**src/rtl/nnrv_pkg.sv**
```systemverilog
// Shared types and defaults for the register-dump block.
// The state encoding and the line-start helper are used by both the RTL and the sink side.
package nnrv_pkg;

   localparam int NNRV_XLEN  = 32;
   localparam int NNRV_NREGS = 32;

   typedef enum logic [1:0] {
      ST_ARM  = 2'd0,
      ST_RD   = 2'd1,
      ST_OUT  = 2'd2,
      ST_DONE = 2'd3
   } dump_state_e;

   // A dump line starts on every GROUP-th register index.
   function automatic logic is_line_start(input int idx, input int group);
      return (idx % group) == 0;
   endfunction

endpackage

```
**src/rtl/nnrv_regdump_if.sv**
```systemverilog
// Valid/ready word stream carrying one dumped register per transfer.
// The idx/sol/last sideband travels with data and is meaningful only while valid is high.
interface nnrv_regdump_if
   import nnrv_pkg::*;
#(
   parameter int XLEN  = NNRV_XLEN,
   parameter int IDX_W = $clog2(NNRV_NREGS)
);
   logic             valid;
   logic             ready;
   logic [XLEN-1:0]  data;
   logic [IDX_W-1:0] idx;
   logic             sol;
   logic             last;

   modport master (
      output valid,
      output data,
      output idx,
      output sol,
      output last,
      input  ready
   );

   modport slave (
      input  valid,
      input  data,
      input  idx,
      input  sol,
      input  last,
      output ready
   );
endinterface

```
**src/rtl/nnrv_dump_timer.sv**
```systemverilog
// Saturating arm timer: counts while enabled, stops at TIMEOUT-1 so it can fire once per arm.
// TIMEOUT=0 disables the timer entirely (counter parked at zero, hit never asserted).
module nnrv_dump_timer #(
   parameter int TIMEOUT = 300,
   parameter int CNT_W   = 16
)(
   input  logic i_clk,
   input  logic i_rst,
   input  logic i_clr,
   input  logic i_en,
   output logic o_hit
);
   localparam logic [CNT_W-1:0] HIT_VAL = CNT_W'((TIMEOUT == 0) ? 0 : TIMEOUT - 1);

   logic [CNT_W-1:0] cnt_q;
   logic [CNT_W-1:0] cnt_d;

   always_comb begin
      cnt_d = cnt_q;
      if (i_clr) begin
         cnt_d = '0;
      end else if (i_en && (TIMEOUT != 0) && (cnt_q != HIT_VAL)) begin
         cnt_d = cnt_q + 1'b1;
      end
   end

   always_ff @(posedge i_clk or negedge i_rst) begin
      if (!i_rst) begin
         cnt_q <= '0;
      end else begin
         cnt_q <= cnt_d;
      end
   end

   assign o_hit = (TIMEOUT != 0) && (cnt_q == HIT_VAL);

endmodule

```
**src/rtl/nnrv_regdump.sv**
```systemverilog
// Register-file dump engine: on halt or timeout, streams registers 0..NREGS-1 over a
// valid/ready word interface, one word every two cycles, then idles until re-armed.
module nnrv_regdump
   import nnrv_pkg::*;
#(
   parameter int XLEN    = NNRV_XLEN,
   parameter int NREGS   = NNRV_NREGS,
   parameter int GROUP   = 8,
   parameter int TIMEOUT = 300,
   parameter int CNT_W   = 16,
   localparam int IDX_W  = $clog2(NREGS)
)(
   input  logic              i_clk,
   input  logic              i_rst,
   input  logic              i_halt,
   input  logic              i_rearm,
   output logic [IDX_W-1:0]  o_rf_addr,
   input  logic [XLEN-1:0]   i_rf_data,
   nnrv_regdump_if.master    dump,
   output logic              o_busy,
   output logic              o_done
);
   localparam logic [IDX_W-1:0] LAST_IDX = IDX_W'(NREGS - 1);

   dump_state_e      state_q,   state_d;
   logic [IDX_W-1:0] idx_q,     idx_d;
   logic [IDX_W-1:0] rf_addr_q, rf_addr_d;
   logic             valid_q,   valid_d;
   logic [XLEN-1:0]  data_q,    data_d;
   logic [IDX_W-1:0] out_idx_q, out_idx_d;
   logic             sol_q,     sol_d;
   logic             last_q,    last_d;
   logic             busy_q,    busy_d;
   logic             done_q,    done_d;

   logic timer_clr;
   logic timer_en;
   logic timer_hit;
   logic idx_is_last;

   nnrv_dump_timer #(
      .TIMEOUT (TIMEOUT),
      .CNT_W   (CNT_W)
   ) u_timer (
      .i_clk   (i_clk),
      .i_rst   (i_rst),
      .i_clr   (timer_clr),
      .i_en    (timer_en),
      .o_hit   (timer_hit)
   );

   assign idx_is_last = (idx_q == LAST_IDX);

   always_comb begin
      state_d   = state_q;
      idx_d     = idx_q;
      rf_addr_d = rf_addr_q;
      valid_d   = valid_q;
      data_d    = data_q;
      out_idx_d = out_idx_q;
      sol_d     = sol_q;
      last_d    = last_q;
      timer_clr = 1'b0;
      timer_en  = 1'b0;

      unique case (state_q)
         ST_ARM: begin
            timer_en = 1'b1;
            if (i_halt || timer_hit) begin
               state_d = ST_RD;
            end
         end

         ST_RD: begin
            valid_d   = 1'b1;
            data_d    = i_rf_data;
            out_idx_d = idx_q;
            sol_d     = is_line_start(int'(idx_q), GROUP);
            last_d    = idx_is_last;
            // Address runs one register ahead so a registered-read RF has the
            // next word ready by the following RD cycle; parks at 0 after the last.
            rf_addr_d = idx_is_last ? '0 : idx_q + 1'b1;
            state_d   = ST_OUT;
         end

         ST_OUT: begin
            if (valid_q && dump.ready) begin
               valid_d = 1'b0;
               if (last_q) begin
                  idx_d   = '0;
                  state_d = ST_DONE;
               end else begin
                  idx_d   = idx_q + 1'b1;
                  state_d = ST_RD;
               end
            end
         end

         ST_DONE: begin
            if (i_rearm) begin
               timer_clr = 1'b1;
               idx_d     = '0;
               state_d   = ST_ARM;
            end
         end

         default: state_d = ST_ARM;
      endcase

      busy_d = (state_d == ST_RD) || (state_d == ST_OUT);
      done_d = (state_d == ST_DONE);
   end

   always_ff @(posedge i_clk or negedge i_rst) begin
      if (!i_rst) begin
         state_q   <= ST_ARM;
         idx_q     <= '0;
         rf_addr_q <= '0;
         valid_q   <= 1'b0;
         data_q    <= '0;
         out_idx_q <= '0;
         sol_q     <= 1'b0;
         last_q    <= 1'b0;
         busy_q    <= 1'b0;
         done_q    <= 1'b0;
      end else begin
         state_q   <= state_d;
         idx_q     <= idx_d;
         rf_addr_q <= rf_addr_d;
         valid_q   <= valid_d;
         data_q    <= data_d;
         out_idx_q <= out_idx_d;
         sol_q     <= sol_d;
         last_q    <= last_d;
         busy_q    <= busy_d;
         done_q    <= done_d;
      end
   end

   assign o_rf_addr  = rf_addr_q;
   assign dump.valid = valid_q;
   assign dump.data  = data_q;
   assign dump.idx   = out_idx_q;
   assign dump.sol   = sol_q;
   assign dump.last  = last_q;
   assign o_busy     = busy_q;
   assign o_done     = done_q;

endmodule

```
**src/flat_wrapper.sv**
```systemverilog
// flat-port wrapper written by rule: the top's interface ports become plain ports
module nnrv_regdump_flat import nnrv_pkg::*;
#(
   parameter int XLEN    = NNRV_XLEN,
   parameter int NREGS   = NNRV_NREGS,
   parameter int GROUP   = 8,
   parameter int TIMEOUT = 300,
   parameter int CNT_W   = 16,
   localparam int IDX_W  = $clog2(NREGS)
)
  (i_clk, i_rst, i_halt, i_rearm, o_rf_addr, i_rf_data, o_busy, o_done, dump_valid, dump_data, dump_idx, dump_sol, dump_last, dump_ready);
  nnrv_regdump_if #(.XLEN(XLEN), .IDX_W(5)) dump_i ();
  input  logic i_clk;
  input  logic i_rst;
  input  logic i_halt;
  input  logic i_rearm;
  output logic [IDX_W-1:0] o_rf_addr;
  input  logic [XLEN-1:0] i_rf_data;
  output logic o_busy;
  output logic o_done;
  output wire logic [$bits(dump_i.valid)-1:0] dump_valid;
  output wire logic [$bits(dump_i.data)-1:0] dump_data;
  output wire logic [$bits(dump_i.idx)-1:0] dump_idx;
  output wire logic [$bits(dump_i.sol)-1:0] dump_sol;
  output wire logic [$bits(dump_i.last)-1:0] dump_last;
  input wire logic [$bits(dump_i.ready)-1:0] dump_ready;
  assign dump_valid = dump_i.valid;
  assign dump_data = dump_i.data;
  assign dump_idx = dump_i.idx;
  assign dump_sol = dump_i.sol;
  assign dump_last = dump_i.last;
  assign dump_i.ready = dump_ready;
  nnrv_regdump #(.XLEN(XLEN), .NREGS(NREGS), .GROUP(GROUP), .TIMEOUT(TIMEOUT), .CNT_W(CNT_W)) u_core (.i_clk(i_clk), .i_rst(i_rst), .i_halt(i_halt), .i_rearm(i_rearm), .o_rf_addr(o_rf_addr), .i_rf_data(i_rf_data), .dump(dump_i), .o_busy(o_busy), .o_done(o_done));
endmodule
```
**config.mk**
```make
export PLATFORM = sky130hd
export DESIGN_NAME = nnrv_regdump_flat
export DESIGN_NICKNAME = d
export VERILOG_FILES = /design/src/rtl/nnrv_pkg.sv /design/src/rtl/nnrv_regdump_if.sv /design/src/rtl/nnrv_dump_timer.sv /design/src/rtl/nnrv_regdump.sv /design/src/flat_wrapper.sv
export SDC_FILE = /design/constraint.sdc
export NUM_CORES = 1
export LEC_CHECK = 0
export BUFFER_PORTS_ARGS = -buffer_cell sky130_fd_sc_hd__buf_2
export CAP_MARGIN = 20
export CORE_MARGIN = 3
export CORE_UTILIZATION = 30
export CTS_BUF_LIST = sky130_fd_sc_hd__clkbuf_4 sky130_fd_sc_hd__clkbuf_8
export CTS_CLUSTER_DIAMETER = 80
export DETAILED_ROUTE_END_ITERATION = 12
export GPL_TIMING_DRIVEN = 0
export PLACE_DENSITY = 0.61
export SYNTH_ARGS = -nofsm -noshare
export SYNTH_HDL_FRONTEND = slang
export SYNTH_SLANG_ARGS = --single-unit
```
**constraint.sdc**
```tcl
create_clock -name i_clk -period 2.7 [get_ports i_clk]
set_input_delay 0.405 -clock i_clk [delete_from_list [all_inputs] [get_ports i_clk]]
set_output_delay 0.405 -clock i_clk [all_outputs]
set_load 0.005 [all_outputs]
```
==> Word-level counts from Yosys, hierarchy flattened <==
Index checks and enable logic that the tools add are counted.
{ "totals": {"elab_cells": 52, "ff_bits": 70, "output_inout_bits": 47} }
{ "op_classes": {"n_eq_ne": 11, "muxes": 17, "addsub": 2, "n_reduce_logical": 11} }
{ "ops": {"columns": ["op", "count"], "rows": [
  ["$logic_not 32->1", 1],
  ["$mux 16", 2],
  ["$mux 5", 4],
  ["$add 16x1->16 const B", 1],
  ["$eq 16x9->1 const B", 1],
  ["$ne 16x9->1 const B", 1],
  ["$pmux 5 s2", 1],
  ["$eq 2x2->1 const B", 4],
  ["$mux 2", 4],
  ["$pmux 2 s4", 1],
  ["$reduce_bool 2->1", 3],
  ["$add 5x1->5 const B", 1],
  ["$eq 5x5->1 const B", 1],
  ["$eq 2x1->1 const B", 2],
  ["$mux 1", 4],
  ["$reduce_and 3->1", 1],
  ["$logic_and 1x1->1", 2],
  ["$logic_not 2->1", 1],
  ["$logic_or 1x1->1", 2],
  ["$ne 2x1->1 const B", 1],
  ["$ne 2x2->1 const B", 1],
  ["$pmux 1 s2", 1],
  ["$reduce_and 2->1", 1]
]} }

==> Longest topological paths before layout <==
Gate-level depths: netlist (run 1).
{ "depth": {"word_depth": 6, "depth_mapped": 6, "ltp_nobuf": 5} }

==> Hierarchy <==
A second synthesis (run 1) with hierarchy kept.
{ "unflattened": {"hier_cells": 324, "hier_area_um2": 3091.7} }
{ "by_module_without_submodules": {"columns": ["mod", "cells_per_inst", "seq_area_each_um2", "area_each_um2", "n_inst"], "rows": [
  ["nnrv_regdump", 235, 1351.3, 2205.9, 1],
  ["nnrv_dump_timer", 89, 400.4, 885.8, 1]
]} }

==> Worst setup path after synthesis (run 1) <==
No wires, ideal clock.
{ "synth_timing": {"path_type": "reg-to-reg", "startpoint": "register u_core.u_timer.cnt_q[0]", "endpoint": "register u_core.u_timer.cnt_q[14]", "t_arrival_ns": 1.659, "required_ns": 2.574, "path_stages_with_launch": 6, "setup_ns": 0.126, "path_buffers": 1, "setup_slack_ns": 0.915, "path_cell_list": "dfrtp_1 ha_1 nor4bb_1 a41oi_1 clkbuf_1 a221o_1"} }
{ "synth_via": {"elab_chain_cells": 3, "elab_cells_between_ends": 6} }
{ "synth_lines": {"columns": ["item", "line", "text"], "rows": [
  ["start: declaration", "nnrv_dump_timer.sv:15", "logic [CNT_W-1:0] cnt_q;"],
  ["start signal: assignment", "nnrv_dump_timer.sv:31", "cnt_q <= cnt_d;"],
  ["$add 16x1->16 / $ne 16x9->1 (equally long branches)", "nnrv_dump_timer.sv:23, nnrv_dump_timer.sv:22", null],
  ["$mux 16 / $logic_and 1x1->1 (equally long branches)", "nnrv_dump_timer.sv:22", "end else if (i_en && (TIMEOUT != 0) && (cnt_q != HIT_VAL)) begin"],
  ["$mux 16 / $reduce_bool 2->1 (equally long branches)", null, null]
]} }
Several ways; a longest one is shown, not always the timed one. The select of a mux whose other input is x is not followed.
A chain may end at the register's enable or synchronous reset.

==> Worst setup path in the final report (run 1) <==
{ "layout_timing": {"startpoint": "register u_core.state_q[0]", "endpoint": "register u_core.data_q[26], in the netlist u_core.dump.data[26]"} }
{ "layout_via": {"elab_chain_cells": 1} }
{ "layout_lines": {"columns": ["item", "line", "text"], "rows": [
  ["start: declaration", "nnrv_regdump.sv:25", "dump_state_e state_q, state_d;"],
  ["start signal: assignment", "nnrv_regdump.sv:127", "state_q <= state_d;"],
  ["$eq 2x1->1", "nnrv_regdump.sv:66", "unique case (state_q)"],
  ["end signal: assignment", "nnrv_regdump.sv:131", "data_q <= data_d;"],
  ["end: declaration", "nnrv_regdump.sv:29", "logic [XLEN-1:0] data_q, data_d;"]
]} }
Every way passes these cells.

==> impl_metrics.tcl, run 1 <==
set metrics [dict create \
    cellPowerDensity_mw_per_mm2 1040 \
    grt-ovfl-total 0 \
    drtPass1Iterations 4 \
    finalClockSkew_ns 0.00694 \
    dieHeight_um 107 \
    hold_viol 0 \
    cts_resized 0 \
    postLayoutCoreUtil_pct 39.0 \
    min_period_ns 2.09 \
    initial_core_util_pct 30.9 \
    cp-endpoint "u_core.dump.data[26]" \
    synth-xor-area-share_pct 1.73 \
    post-cts-setup-buffers 0 \
    synth_compound_area_share_pct 5.90 \
    die_w_um 107 \
    clk-insertion-delay-late_ns 0.34 \
    antenna_found_initial 0 \
    io_buffer_count 83 \
    synth_area_mm2 0.00303 \
    cp_slowest_stage_delay_ns 0.45 \
    via_per_inst 4.52 \
    place_congestion 0.804 \
    synth.avg_cell_area_um2 9.44 \
    muxShareOfSynthArea_pct 2.35 \
    path_cells "clkbuf_1 -> nor2b_1 -> clkbuf_1 -> clkbuf_1 -> nand2_1 -> nand2_1" \
    period_share_pct 77.3 \
    grt_pass1_vias 2356 \
    reg2reg_setup_slack_ns 0.61 \
    power.total_w 0.00396 \
    postSynth.asyncResetShare_pct 100 \
    timing.setup.tns_ns 0 \
    worstPathArrival_ns 2.36 \
    grt_max_degree 71 \
    cp.depth 6 \
    cp_num_buf_inv 3 \
    clkTransAtPathRegs_ns 0.07 \
    hpwl_mm 5.08 \
    worstPathRequired_ns 2.98 \
    postRouteWirelength_mm 7.07 \
    leakage_nw 2.05 \
    drc 0 \
    path_delay_family "buffers and inverters" \
    synth_top_family_by_area "simple AND/OR/NAND/NOR gates" \
    dp.cells 537 \
    grt_first_pass_wirelength_mm 11.8 \
    drtAntennaViolNets 0 \
    rows 36 \
    slew_violations 0 \
    ys_seq_area_share_pct 57.8 \
    root_buffer "clkbuf_8" \
    diodes 0 \
    rr_worst_depth 6 \
    status "complete, no violations" \
    core_mm2 0.00982 \
    endpoint_kind "flip-flop" \
    clock-sinks 70 \
    synth-edff-count 0 \
    tightest_slew_ns 0.878 \
    cp-startpoint "u_core.state_q[0]" \
    ys_types 40 \
    fin_cells 552 \
    holdBufCountCts 0 \
    fp.dieArea_mm2 0.0113 \
    cts_buffer_depth 2 \
    yosys.area_share.adder_pct 2.06 \
    critPathLaunchType "flip-flop" \
    nets 457 \
    path_common_cell "clkbuf_1" \
    holdWs_ns 0.145 \
    num_vias 2494 \
    rsz0062_at_grt "false" \
    slowest_stage "clkbuf_1" \
    drt-wirelength-per-cell_um 12.8 \
    peakVddDrop_mv 0.300 \
    r2r_end "u_core.dump.data[26]" \
    ys_seq_elements 70 \
    ys_warn_count 0 \
    max-cap-violations 0 \
    fmax_ghz 0.479 \
    layout-drive-gt1-share_pct 24.8 \
    synth_nets 363 \
    syn-instance-count 321 \
    path_class "flip-flop to flip-flop" \
    crit_fanout 10 \
    cts_tree "built" \
    synthSimpleGateAreaFrac_pct 27.6 \
    cts.htree.levels 3 \
    rr_startpoint "u_core.state_q[0]" \
    finalSetupViolations 0 \
    cts_buffers 9 \
    slew_headroom_pct 41.5 \
    synthToLayoutAreaGrowth_pct 26.3 \
    grtUsageTotal_pct 13.2 \
    hold_path_class "input pin to asynchronous set/reset pin" \
    synth_flop_cell "dfrtp_1" \
    drt_iter0_drc 143 \
    boundaryPins 84 \
]
[logic make-up after synthesis]
family | Yosys count
compound gates | 27
flops | 70
mux | 7
buf+inv | 18
simple gates | 188
fa+ha+maj | 5
xor+xnor | 6
[worst min path at each step]
stage                          startpoint                   end  slack (ns)  cells after the start
after floorplan                     i_rst   u_core.dump.data[0]        0.11                      0
after global placement    u_core.dump.sol       u_core.dump.sol        0.45                      2
after detailed placement  u_core.dump.sol       u_core.dump.sol        0.46                      2
after CTS                           i_rst  u_core.dump.data[22]        0.21                      1
after global routing        i_rf_data[22]  u_core.dump.data[22]        0.23                      3
final                               i_rst  u_core.dump.data[22]        0.15                      1
[area by class of cell]
cell class	count	area, µm²
clock inverters	4	72.6
clock buffers	11	139
multi-input cells	233	1200
inverters	5	18.8
flip-flops and latches	70	1750
repair buffers	83	418
fillers	1023	5990
well taps	133	166
plain buffers	13	58.8
[where the power goes]
part           total [W]  switching, W  leakage, nW  internal [W]
combinational    0.00131      0.000739         1.04      0.000570
clock           0.000924      0.000390        0.106      0.000535
sequential       0.00173      0.000274        0.903       0.00145
[registers in the layout, indices dropped and copies added (netlist names)]
name / count
u_core.state_q: 2
u_core.o_busy: 1
u_core.dump.data: 32
u_core.dump.last: 1
u_core.dump.sol: 1
u_core.idx_q: 5
u_core.o_rf_addr: 5
u_core.dump.idx: 5
u_core.u_timer.cnt_q: 16
u_core.o_done: 1
u_core.dump.valid: 1
[layer usage]
| layer | track usage [%] | vias to the layer above | part of all wire [%] |
|---|---|---|---|
| met5 | 0 | - | 0 |
| met4 | 4.66 | 0 | 1.3 |
| met1 | 18.1 | 1175 | 48 |
| met3 | 4.86 | 9 | 7.0 |
| met2 | 19.0 | 65 | 44 |
| li1 | - | 1245 | - |
[cells in the mapped netlist, drive strengths merged, types with 2 or more instances]
cell | instances | area share, %
or4 | 2 | 0.62
ha | 5 | 2.1
dfrtp | 70 | 58
nor2 | 8 | 0.99
inv | 5 | 0.62
nor4 | 2 | 0.41
xnor2 | 4 | 1.2
nor2b | 4 | 0.83
nand3 | 6 | 0.99
and3 | 6 | 1.3
nand2 | 136 | 17
o21ai | 10 | 1.7
clkbuf | 13 | 1.9
nand3b | 2 | 0.50
a22o | 2 | 0.58
a21oi | 3 | 0.50
nand2b | 3 | 0.62
o31ai | 5 | 1.2
or3 | 2 | 0.41
a41oi | 2 | 0.58
nor3b | 2 | 0.50
xor2 | 2 | 0.58
nor3 | 2 | 0.33
mux2i | 6 | 2.0
nand4 | 8 | 1.9
[cells in the final DEF (no fill, tap or decap), drive strengths merged, types with 3 or more instances in the layout]
master    n
nand2   136
buf      83
dfrtp    70
clkbuf   24
o21ai    10
nor2      8
nand4     8
nand3     6
mux2i     6
and3      6
o31ai     5
inv       5
ha        5
nor2b     4
xnor2     4
a21oi     3
nand2b    3
[per-stage QoR]
step / cell area, µm² / worst slack, ns
after global placement: 3610 / 0.519
after floorplan: 3030 / 0.915
final: 3830 / 0.614
after detailed placement: 3610 / 0.542
after global routing: 3830 / 0.359
after CTS: 3830 / 0.520
No activity file was read; power rests on OpenSTA's default activity.
==> inputs of run 2 (changes only) <==
--- a/config.mk
+++ b/config.mk
@@ -13,7 +13,7 @@
 export CTS_CLUSTER_DIAMETER = 80
 export DETAILED_ROUTE_END_ITERATION = 12
 export GPL_TIMING_DRIVEN = 0
-export PLACE_DENSITY = 0.61
+export PLACE_DENSITY = 0.63
 export SYNTH_ARGS = -nofsm -noshare
 export SYNTH_HDL_FRONTEND = slang
 export SYNTH_SLANG_ARGS = --single-unit
==> constraint.sdc (replaced) <==
create_clock -name i_clk -period 1.7 [get_ports i_clk]
set_input_delay 0.255 -clock i_clk [delete_from_list [all_inputs] [get_ports i_clk]]
set_output_delay 0.255 -clock i_clk [all_outputs]
set_load 0.005 [all_outputs]
==> run 2 against run 1 <==
  * The run now ends with hold timing, setup timing left
  * Clock-buffer cell count fell by 2
  * Core utilization rose by 1.7 points
  * Fmax is 22% higher
  * Hold slack worse by 0.15 ns
  * Critical path type unchanged
  * Highest routed layer unchanged
==> impl_metrics.tcl, run 2 (synthesized netlist as in run 1, its figures left out) <==
set metrics [dict create \
    status "finished with violations" \
    failed_checks "hold timing, setup timing" \
    path_class "flip-flop to flip-flop" \
    cts.htree.levels 3 \
    drtAntennaViolNets 0 \
    boundaryPins 84 \
    period_share_pct 101 \
    cp-startpoint "u_core.u_timer.cnt_q[1]" \
    leakage_nw 2.11 \
    nets 465 \
    grt_pass1_vias 2380 \
    rsz0062_at_grt "true" \
    rows 36 \
    via_per_inst 4.56 \
    core_mm2 0.00982 \
    drtPass1Iterations 4 \
    cts_buffer_depth 2 \
    postLayoutCoreUtil_pct 40.6 \
    holdWs_ns -0.00746 \
    initial_core_util_pct 30.9 \
    drc 0 \
    power.switching_w 0.00241 \
    slowest_stage "or4_4" \
    cp_slowest_stage_delay_ns 0.43 \
    fmax_ghz 0.584 \
    path_delay_family "simple AND/OR/NAND/NOR gates" \
    peakVddDrop_mv 0.432 \
    cts_buffers 9 \
    cts_tree "built" \
    slew_headroom_pct 40.3 \
    holdBufCountCts 0 \
    synthToLayoutAreaGrowth_pct 31.7 \
    final_cell_mix "nand2_1, buf_2, dfrtp_1" \
    pwr-share-clk_pct 21.4 \
    power_frac_comb_pct 35.9 \
    clock-sinks 70 \
    grt-ovfl-total 0 \
    antenna_found_initial 0 \
    clk-insertion-delay-late_ns 0.35 \
    hold_path_class "input pin to asynchronous set/reset pin" \
    die_w_um 107 \
    grt_max_degree 71 \
    diodes 0 \
    swShare_pct 37.0 \
    worstPathArrival_ns 1.94 \
    largest_reg_flops 32 \
    power.total_w 0.00651 \
    final_common_cell "nand2_1" \
    endpoint_kind "flip-flop" \
    tightest_slew_ns 0.895 \
    grtUsageTotal_pct 13.0 \
    crit_fanout 4 \
    cp.depth 5 \
    worstPathRequired_ns 1.93 \
    max-cap-violations 0 \
    critPathLaunchType "flip-flop" \
    fp.dieArea_mm2 0.0113 \
    root_buffer "clkbuf_8" \
    place_congestion 0.853 \
    timing.setup.tns_ns -0.0240 \
    pwr-share-seq_pct 42.7 \
    clkTransAtPathRegs_ns 0.08 \
    drt_iter0_drc 153 \
    slew_violations 0 \
    cellInternalPower_w 0.00410 \
    hpwl_mm 4.96 \
    layout-drive-gt1-share_pct 33.2 \
    rr_startpoint "u_core.u_timer.cnt_q[1]" \
    hold_viol 2 \
    fin_ws_ns -0.0133 \
    r2r_end "u_core.u_timer.cnt_q[14]" \
    dieHeight_um 107 \
    rr_worst_depth 5 \
    reg2reg_setup_slack_ns -0.01 \
    grt_first_pass_wirelength_mm 11.7 \
    num_vias 2557 \
    min_period_ns 1.71 \
    drt-wirelength-per-cell_um 12.8 \
    finalSetupViolations 4 \
    path_cells "ha_2 -> nand3_1 -> or4_4 -> and3_1 -> a221o_1" \
    io_buffer_count 83 \
    cp-endpoint "u_core.u_timer.cnt_q[14]" \
    postRouteWirelength_mm 7.19 \
    cellPowerDensity_mw_per_mm2 1630 \
    finalClockSkew_ns 0.00841 \
    cp_num_buf_inv 0 \
]
[run 2: cell count changes in the layout (fill, tap and decap cells not counted), sizes merged]
cell | previous run | this run
clkinvlp | 1 | 2
bufinv | 2 | 1
buf | 83 | 93
clkbuf | 24 | 20
inv | 5 | 8
[run 2: final cells by class]
| class | instances | area [µm²] |
|---|---|---|
| Buffer | 13 | 78.8 |
| Tap cell | 133 | 166 |
| Clock inverter | 7 | 80.1 |
| Fill cell | 999 | 5830 |
| Multi-Input combinational cell | 233 | 1280 |
| Timing Repair Buffer | 91 | 478 |
| Sequential cell | 70 | 1760 |
| Clock buffer | 9 | 124 |
| Inverter | 5 | 18.8 |
[run 2: what timing repair did]
action	in CTS	in global routing
endpoints found under the setup margin	25	48
gates cloned	0	0
pin swaps	10	5
gates resized for setup	22	15
setup buffers	4	4
[run 2: power groups by stage]
| stage | clock network (W) | logic [W] | registers [W] |
|---|---|---|---|
| final | 0.00139 | 0.00234 | 0.00278 |
| after global routing | 0.00153 | 0.00268 | 0.00287 |
| after CTS | 0.00145 | 0.00231 | 0.00277 |
| after detailed placement | 0 | 0.00215 | 0.00277 |
| after global placement | 0 | 0.00211 | 0.00275 |
| after floorplan | 0 | 0.00120 | 0.00277 |
[run 2: worst min-delay path by stage]
| stage | from | endpoint | slack [ns] | depth (start not counted) |
|---|---|---|---|---|
| final | i_rst | u_core.dump.data[22] | -0.007 | 1 |
| after global routing | i_rf_data[1] | u_core.dump.data[1] | 0.08 | 3 |
| after CTS | i_rst | u_core.dump.data[3] | 0.06 | 1 |
| after detailed placement | i_rst | u_core.dump.data[22] | 0.44 | 1 |
| after global placement | i_rf_data[4] | u_core.dump.data[4] | 0.45 | 3 |
| after floorplan | i_rst | u_core.dump.data[0] | -0.04 | 0 |
[run 2: layer usage]
layer,wire length (µm),global-route usage [%],vias up
met5,0,0,-
met1,3470,17.6,1208
met4,98,4.75,0
met2,3140,19.6,67
met3,487,4.01,10
li1,-,-,1272
[run 2: metrics by stage]
| step | std cells | worst slack [ns] | hold slack, ns | instance area, µm² |
|---|---|---|---|---|
| after floorplan | 321 | -0.0281 | -0.0406 | 3050 |
| after global placement | 537 | -0.446 | 0.446 | 3630 |
| after detailed placement | 537 | -0.495 | 0.444 | 3630 |
| after CTS | 557 | -0.0410 | 0.0553 | 3940 |
| after global routing | 561 | -0.110 | 0.0765 | 3990 |
| final | 561 | -0.0133 | -0.00746 | 3990 |
[run 2: worst register-to-register path: cells and delay by family (launching register included)]
| family | cells | cell delay, ns |
|---|---|---|
| AOI/OAI and AO/OA | 1 | 0.25 |
| DFF | 1 | 0.40 |
| adders and majority gates | 1 | 0.21 |
| and+or+nand+nor | 3 | 0.74 |
==> inputs of run 3 (changes only) <==
--- a/config.mk
+++ b/config.mk
@@ -13,7 +13,8 @@
 export CTS_CLUSTER_DIAMETER = 80
 export DETAILED_ROUTE_END_ITERATION = 12
 export GPL_TIMING_DRIVEN = 0
-export PLACE_DENSITY = 0.63
+export PLACE_DENSITY = 0.49
 export SYNTH_ARGS = -nofsm -noshare
 export SYNTH_HDL_FRONTEND = slang
 export SYNTH_SLANG_ARGS = --single-unit
+export TNS_END_PERCENT = 5
==> run 3 against run 2 <==
  * Power decreased by 0.11%
  * Hold slack better by 0.11 ns
  * The run ends with setup timing left
  * Clock skew increased by 0.0017 ns
  * Register-to-register slack got worse by 0.02 ns
  * Critical path depth is 1 lower
  * Via count down 0.43%
  * Clock power barely moved
  * Largest power group unchanged
  * Critical endpoint unchanged
==> impl_metrics.tcl, run 3 (synthesized netlist as in run 1, its figures left out) <==
set metrics [dict create \
    status "finished with violations" \
    failed_checks "setup timing" \
    core_mm2 0.00982 \
    hold_viol 0 \
    fin_cells 561 \
    path_delay_family "compound AO/OA/AOI/OAI gates" \
    slew_violations 0 \
    dp_slack_ns -0.414 \
    place_congestion 0.812 \
    worstPathRequired_ns 1.93 \
    grt-ovfl-total 0 \
    rr_worst_depth 4 \
    nets 465 \
    crit_fanout 10 \
    drt-wirelength-per-cell_um 13.4 \
    final_cell_area_mm2 0.00401 \
    io_buffer_count 83 \
    clock-sinks 70 \
    clkTransAtPathRegs_ns 0.08 \
    worstPathArrival_ns 1.97 \
    postRouteWirelength_mm 7.52 \
    cp_num_buf_inv 1 \
    peakVddDrop_mv 0.483 \
    cts_buffers 9 \
    cts_buffer_depth 2 \
    slew_headroom_pct 66.6 \
    hp-start "i_rf_data[18]" \
    slowest_stage "dfrtp_2" \
    drtAntennaViolNets 0 \
    grt_first_pass_wirelength_mm 12.6 \
    fin_ws_ns -0.0376 \
    endpoint_kind "flip-flop" \
    largest_reg_flops 32 \
    holdPathStages 3 \
    rr_startpoint "u_core.u_timer.cnt_q[6]" \
    dp.cells 538 \
    num_vias 2546 \
    period_share_pct 102 \
    layout-drive-gt1-share_pct 31.3 \
    drc 0 \
    cts.htree.levels 3 \
    synthToLayoutAreaGrowth_pct 32.5 \
    holdWs_ns 0.0990 \
    root_buffer "clkbuf_8" \
    cp_slowest_stage_delay_ns 0.47 \
    grtUsageTotal_pct 14.0 \
    hold_path_class "input pin to flip-flop" \
    path_cells "nor4_4 -> a41oi_2 -> clkbuf_8 -> a221o_1" \
    initial_core_util_pct 30.9 \
    rows 36 \
    boundaryPins 84 \
    hpwl_mm 5.15 \
    diodes 0 \
    dieHeight_um 107 \
    cellPowerDensity_mw_per_mm2 1620 \
    grt_pass1_vias 2497 \
    finalSetupViolations 4 \
    clk-insertion-delay-late_ns 0.34 \
    fmax_ghz 0.576 \
    antenna_found_initial 0 \
    r2r_end "u_core.u_timer.cnt_q[14]" \
    drtPass1Iterations 4 \
    drt_iter0_drc 168 \
    grt_max_degree 62 \
    finalClockSkew_ns 0.0101 \
    min_period_ns 1.74 \
    path_class "flip-flop to flip-flop" \
    cts_tree "built" \
    rsz0062_at_grt "true" \
    final_common_cell "nand2_1" \
    postPlaceCellArea_mm2 0.00365 \
    leakage_nw 2.13 \
    hold_path_end "u_core.dump.data[18]" \
    final_cell_mix "nand2_1, buf_2, dfrtp_1" \
    tightest_slew_ns 0.501 \
    num-fill-cells 1021 \
    critPathLaunchType "flip-flop" \
    reg2reg_setup_slack_ns -0.04 \
    fp.dieArea_mm2 0.0113 \
    via_per_inst 4.54 \
    max-cap-violations 0 \
    die_w_um 107 \
]
==> run 3: changes by cell type in the layout (fill, tap and decap cells not counted), sizes merged <==
cell / delta
buf: -2
clkbuf: +2
clkinv: +3
inv: -3
dlygate4sd3: +1
clkinvlp: -1
==> run 3: stage by stage <==
step / setup TNS, ns / utilization [%] / power, W
2_1_floorplan: -0.0814 / - / 0.00396
3_3_place_gp: -11.90 / 36.9 / 0.00487
3_5_place_dp: -6.80 / 37.2 / 0.00492
4_1_cts: -0.0530 / 40.6 / 0.00654
5_1_grt: -0.537 / 40.9 / 0.00707
6_report: -0.0754 / 40.9 / 0.00650
==> run 3: final cells by class <==
| cell class | instances | area, µm² | area share, % |
|---|---|---|---|
| sequential | 70 | 1760 | 43.8 |
| multi-input combinational | 233 | 1290 | 32.1 |
| timing repair buffer | 91 | 500 | 12.5 |
| tap | 133 | 166 | 4.15 |
| clock buffer | 10 | 138 | 3.43 |
| buffer | 13 | 81.3 | 2.03 |
| clock inverter | 6 | 61.3 | 1.53 |
| inverter | 5 | 18.8 | 0.468 |
==> run 3: power breakdown <==
part           switching, W  internal [W]  total (W)
Clock              0.000650      0.000713    0.00136
Sequential         0.000470       0.00231    0.00278
Combinational       0.00126       0.00109    0.00236
==> run 3: worst max-delay path by stage <==
stage	start	endpoint	cells after the start
global placement	u_core.state_q[0]	u_core.o_rf_addr[4]	6
finish	u_core.u_timer.cnt_q[6]	u_core.u_timer.cnt_q[14]	4
global route	u_core.state_q[1]	u_core.u_timer.cnt_q[15]	4
CTS	u_core.u_timer.cnt_q[6]	u_core.u_timer.cnt_q[14]	4
floorplan	u_core.u_timer.cnt_q[0]	u_core.u_timer.cnt_q[3]	6
detailed placement	u_core.state_q[0]	u_core.dump.idx[3]	6
==> run 3: repair_timing <==
action / 4_1_cts / 5_1_grt
endpoints found under the hold margin: 9 / 0
setup buffers: 6 / 0
gates resized for setup: 18 / 14
hold buffers: 1 / 0
pin swaps: 9 / 1
cloned: 0 / 0
setup endpoints to repair: 26 / 25
==> run 3: tightest hold or removal path: stages <==
cell and delay, ns:
buf_2 0.07, nand2_1 0.04, nand2_1 0.04
==> run 3: per-layer routing <==
layer | GRT usage [%] | share of wire [%] | vias up
met5 | 0 | 0 | -
met4 | 5.75 | 1.6 | 0
met3 | 3.28 | 7.2 | 10
met2 | 19.3 | 39 | 79
met1 | 20.9 | 52 | 1188
li1 | - | - | 1269
